## config.mk

```make
export PLATFORM = sky130hd
export DESIGN_NAME = num_entry_ctrl
export DESIGN_NICKNAME = d
export VERILOG_FILES = /design/src/rtl/num_entry_pkg.sv /design/src/rtl/rise_edge_det.sv /design/src/rtl/num_entry_ctrl.sv
export SDC_FILE = /design/constraint.sdc
export NUM_CORES = 1
export LEC_CHECK = 0
export BUFFER_PORTS_ARGS = -buffer_cell sky130_fd_sc_hd__buf_4
export CAP_MARGIN = 0
export CORE_UTILIZATION = 39
export CTS_CLUSTER_SIZE = 8
export DETAILED_ROUTE_END_ITERATION = 8
export GPL_ROUTABILITY_DRIVEN = 0
export HOLD_SLACK_MARGIN = 0.06
export PLACE_DENSITY_LB_ADDON = 0.15
export SLEW_MARGIN = 20
export SYNTH_ARGS = -nofsm -noshare
export SYNTH_HDL_FRONTEND = slang
export SYNTH_SLANG_ARGS = --single-unit
```

## constraint.sdc

```tcl
create_clock -name clk -period 8.1 [get_ports clk]
set_clock_uncertainty 0.2 [all_clocks]
set_input_delay 1.215 -clock clk [delete_from_list [all_inputs] [get_ports clk]]
set_output_delay 1.215 -clock clk [all_outputs]
set_load 0.01 [all_outputs]
```

## src/rtl/num_entry_pkg.sv

```systemverilog
// Shared types and display masks for the two-operand number entry sequencer.
package num_entry_pkg;

  typedef enum logic [1:0] {
    SEL_A = 2'd0,
    SEL_B = 2'd1,
    DONE  = 2'd2
  } entry_state_t;

  localparam logic [7:0] DIG_A_MASK = 8'hF0;
  localparam logic [7:0] DIG_B_MASK = 8'h0F;

  // The field being edited goes dark while blink is off; the other field stays lit.
  function automatic logic [7:0] digit_mask(input entry_state_t s, input logic blink_on);
    case (s)
      SEL_A:   return blink_on ? 8'hFF : DIG_B_MASK;
      SEL_B:   return blink_on ? 8'hFF : DIG_A_MASK;
      default: return 8'hFF;
    endcase
  endfunction

endpackage

```

## src/rtl/rise_edge_det.sv

```systemverilog
// Rising-edge detector for a debounced button level; history resets high so a
// button held through reset release produces no event.
module rise_edge_det (
  input  logic clk,
  input  logic reset,
  input  logic d,
  output logic rise
);

  logic r_prev;

  always_ff @(posedge clk or posedge reset) begin
    if (reset) r_prev <= 1'b1;
    else       r_prev <= d;
  end

  assign rise = d & ~r_prev;

endmodule

```

## src/rtl/num_entry_ctrl.sv

```systemverilog
// Operand entry sequencer: loads A then B from the switches, tracks validity and
// drives per-digit enables so the field being edited blinks on the hex display.
module num_entry_ctrl
  import num_entry_pkg::*;
#(
  parameter int WIDTH     = 16,
  parameter int BLINK_DIV = 50_000_000,
  parameter int CNT_W     = $clog2(BLINK_DIV)
) (
  input  logic             clk,
  input  logic             reset,
  input  logic [WIDTH-1:0] sw,
  input  logic             btn_load,
  input  logic             btn_next,
  input  logic             btn_clear,
  output logic [WIDTH-1:0] op_a,
  output logic [WIDTH-1:0] op_b,
  output logic             load_a,
  output logic             load_b,
  output logic             valid,
  output logic [7:0]       digit_en,
  output logic [1:0]       state_o
);

  localparam logic [CNT_W-1:0] LP_CNT_MAX = CNT_W'(BLINK_DIV - 1);

  logic w_rise_load, w_rise_next, w_rise_clear;

  rise_edge_det u_det_load  (.clk(clk), .reset(reset), .d(btn_load),  .rise(w_rise_load));
  rise_edge_det u_det_next  (.clk(clk), .reset(reset), .d(btn_next),  .rise(w_rise_next));
  rise_edge_det u_det_clear (.clk(clk), .reset(reset), .d(btn_clear), .rise(w_rise_clear));

  entry_state_t     r_state, w_state_nxt;
  logic [WIDTH-1:0] r_op_a, r_op_b;
  logic             r_load_a, r_load_b, r_valid;
  logic [CNT_W-1:0] r_cnt, w_cnt_nxt;
  logic             r_blink_on, w_blink_nxt;
  logic [7:0]       r_digit_en, w_digit_nxt;
  logic             w_load_a, w_load_b, w_clr, w_restart;

  // Event priority: clear beats load beats next; losers are dropped.
  always_comb begin
    w_state_nxt = r_state;
    w_load_a    = 1'b0;
    w_load_b    = 1'b0;
    w_clr       = 1'b0;
    if (w_rise_clear) begin
      w_clr       = 1'b1;
      w_state_nxt = SEL_A;
    end else if (w_rise_load) begin
      case (r_state)
        SEL_A: begin
          w_load_a    = 1'b1;
          w_state_nxt = SEL_B;
        end
        SEL_B: begin
          w_load_b    = 1'b1;
          w_state_nxt = DONE;
        end
        default: w_state_nxt = r_state;
      endcase
    end else if (w_rise_next) begin
      case (r_state)
        SEL_A:   w_state_nxt = SEL_B;
        default: w_state_nxt = SEL_A;
      endcase
    end
  end

  // Any state change or clear restarts the blink phase so the new field starts lit.
  always_comb begin
    w_restart   = w_clr | (w_state_nxt != r_state);
    w_cnt_nxt   = r_cnt + CNT_W'(1);
    w_blink_nxt = r_blink_on;
    if (w_restart) begin
      w_cnt_nxt   = '0;
      w_blink_nxt = 1'b1;
    end else if (r_cnt == LP_CNT_MAX) begin
      w_cnt_nxt   = '0;
      w_blink_nxt = ~r_blink_on;
    end
    w_digit_nxt = digit_mask(w_state_nxt, w_blink_nxt);
  end

  always_ff @(posedge clk or posedge reset) begin
    if (reset) begin
      r_state    <= SEL_A;
      r_op_a     <= '0;
      r_op_b     <= '0;
      r_load_a   <= 1'b0;
      r_load_b   <= 1'b0;
      r_valid    <= 1'b0;
      r_cnt      <= '0;
      r_blink_on <= 1'b1;
      r_digit_en <= 8'hFF;
    end else begin
      r_state    <= w_state_nxt;
      r_load_a   <= w_load_a;
      r_load_b   <= w_load_b;
      r_cnt      <= w_cnt_nxt;
      r_blink_on <= w_blink_nxt;
      r_digit_en <= w_digit_nxt;
      if (w_clr) begin
        r_op_a  <= '0;
        r_op_b  <= '0;
        r_valid <= 1'b0;
      end else begin
        if (w_load_a) r_op_a <= sw;
        if (w_load_b) begin
          r_op_b  <= sw;
          r_valid <= 1'b1;
        end
      end
    end
  end

  assign op_a     = r_op_a;
  assign op_b     = r_op_b;
  assign load_a   = r_load_a;
  assign load_b   = r_load_b;
  assign valid    = r_valid;
  assign digit_en = r_digit_en;
  assign state_o  = r_state;

endmodule

```

==> results_dict.tcl <==
set metrics [dict create \
    hold_path_class "flip-flop to flip-flop" \
    antenna_found_initial 0 \
    worstRegToRegCells 5 \
    cap_violations 0 \
    synth_area_per_cell_um2 10.5 \
    nFillCells 710 \
    clkPwrFrac 0.418 \
    arrival_ps 2950 \
    coreArea_um2 7370 \
    synthArstFlopShare 1.00 \
    synth-edff-count 0 \
    yosys-mux-area-fraction 0 \
    drc 0 \
    cts_resized 0 \
    cp_common_cell "or4_1" \
    synthAdderAreaFrac 0.0165 \
    grt_max_degree 70 \
    dp_hpwl_um 4210 \
    synth_xor_area_frac 0.0811 \
    grt_overflow 0 \
    area_delta_synth_final_pct 26.1 \
    ys_warn_count 0 \
    viasPerCell 4.92 \
    hold_viol 0 \
    io_pins 66 \
    peakVddDrop_mv 0.106 \
    start_util 0.410 \
    status "finished clean" \
    cts_tree "done" \
    cts_buffer_depth 2 \
    antenna_cells 0 \
    dieWidth_um 90.1 \
    worst_setup_path_start_kind "flip-flop" \
    swShare 0.252 \
    fin_nets 375 \
    slew_headroom 0.306 \
    syn_nets 314 \
    first_pass_iters 4 \
    cp-end-kind "flip-flop" \
    slowest_stage "or2_1" \
    clock_sinks 69 \
    rsz0062_at_grt "no" \
    die_h_um 90.1 \
    fin_crit_ps 2960 \
    p_comb_frac 0.144 \
    wl_per_cell_um 13.8 \
    grt_pass1_wl_um 10800 \
    cts_hold_buffers 0 \
    seq_area_um2 1730 \
    max_freq_ghz 0.338 \
    power.leakage_nw 1.76 \
    clock-root-buffer "clkbuf_8" \
    clk_pin_slew_ps 80 \
    postCtsSetupRepairBufs 0 \
    synth_cell_types 33 \
    clk_latency_ps 330 \
    multi_input_area_um2 1160 \
    synth.area.top_cells "dfrtp_1, dfstp_2, nand2_1" \
    drtAntennaViolNets 0 \
    wl_um 6280 \
    drive_gt1_frac 0.270 \
    sequentialPowerShare 0.438 \
    required_ps 8090 \
    synthFlopType "dfrtp_1" \
    synth_top_family_by_area "simple AND/OR/NAND/NOR gates" \
    numPortBuffers 65 \
    cts_buffers 9 \
    tns_ps 0 \
    drv_slew 0 \
    synth.cell_area_um2 3020 \
    synth_top_area_frac 0.521 \
    rows 31 \
    p_sw_mw 0.226 \
    first_global_vias 2223 \
    drt-initial-drc-count 84 \
    p_per_area_nw_per_um2 235 \
    fin_crit_sh 0.366 \
    slowest_delay_ps 690 \
    grt_use_total 0.168 \
    stdcell_area_um2 3810 \
    setup_viol_count_final 0 \
    synth-simple-area-share 0.198 \
    synth_area_leader_cell "dfrtp_1" \
    postPlaceCellArea_um2 3540 \
    hold_depth 1 \
    p_total_mw 0.897 \
    worstMarginPinSlew_ps 1030 \
    ys_seq_area_frac 0.573 \
    die-area_um2 8110 \
    synth_compound_area_frac 0.0852 \
    p_int_mw 0.671 \
    critical_path.max_fanout 24 \
    path_cells "or4_1 > or4_1 > nor3_2 > or2_1 > nor2_1" \
    synth_cells 289 \
    htree_levels 3 \
    ys_ff_latch 69 \
    via_count 2233 \
    crit_type "flip-flop to flip-flop" \
]
-- state kept, by name, summed over array words and instances, names as in the netlist, 2 cells and up --
register / count
state_o: 2
op_b: 16
r_cnt: 26
digit_en: 2
op_a: 16
-- layout by cell type (no fill, tap or decap), types with 4 or more instances in the layout --
cell type and n:
a21oi_1 19, a22o_1 16, buf_4 67, bufinv_16 4, clkbuf_8 9, dfrtp_1 63, dfstp_2 6, ha_1 4
inv_1 6, nand2_1 42, nand3_1 10, nand4_1 7, nor2_1 37, nor3_1 4, xnor2_1 17, xor2_1 11
-- cell families (layout without fill, tap and decap cells) --
kind of cell               after synthesis  in the layout
AOI/OAI and AO/OA                       38             38
and+or+nand+nor                        126            126
adders and majority gates                4              4
xor gates and xnor gates                28             28
DFF                                     69             69
buffers and inverters                   24             90
-- power groups by stage --
stage               clock (mW)  combinational [mW]  sequential (mW)
floorplan                    0              0.0702            0.406
global placement             0               0.129            0.400
detailed placement           0               0.132            0.400
CTS                      0.384               0.131            0.394
global route             0.397               0.146            0.396
finish                   0.375               0.129            0.393
-- critical path, delay by kind of cell (launching register included) --
kind             cells  cell delay (ps)
DFF                  1              460
and+or+nand+nor      5             2150
-- routing by layer --
metal / vias to the layer above / part of all wire / global-route usage
met4: 0 / 0.014 / 0.0753
met5: - / 0 / 0
met1: 1087 / 0.47 / 0.228
met2: 43 / 0.48 / 0.260
met3: 10 / 0.038 / 0.0330
li1: 1093 / - / -
-- final cells by class --
type	instances	area share
Sequential cell	69	0.455
Multi-Input combinational cell	196	0.303
Timing Repair Buffer	67	0.132
Clock inverter	7	0.0384
Clock buffer	9	0.0325
Tap cell	99	0.0325
Inverter	7	0.00689
-- cells in the mapped netlist, drive strengths merged, types with 2 or more instances --
cell type	number
dfstp	6
or4b	2
or2	2
nand2b	3
xnor2	17
and4	2
inv	7
nand3	10
a21oi	20
xor2	11
buf	9
ha	4
nor3	5
nand4	7
nor4	3
nand2	42
or4	2
a22o	16
dfrtp	63
nor2b	3
and3	3
clkbuf	8
nor2	38
-- worst paths after layout --
path,from,to,slack [ps]
max in group asynchronous,reset,r_cnt[16],6210
setup reg to reg,r_cnt[7],r_cnt[12],5140
setup / recovery,r_cnt[7],r_cnt[12],5140
hold / removal,r_cnt[0],r_cnt[0],300
hold reg to reg,r_cnt[0],r_cnt[0],300
min in group asynchronous,reset,op_a[8],930
-- metrics by stage --
stage	setup slack [ps]	std cells	utilization	hold slack (ps)
after CTS	5100	454	0.517	299
final	5140	454	0.518	299
after global placement	4890	438	0.480	277
after floorplan	4960	289	-	249
after global routing	4930	454	0.518	330
after detailed placement	4880	438	0.481	288
(Power assumes the default switching activity.)
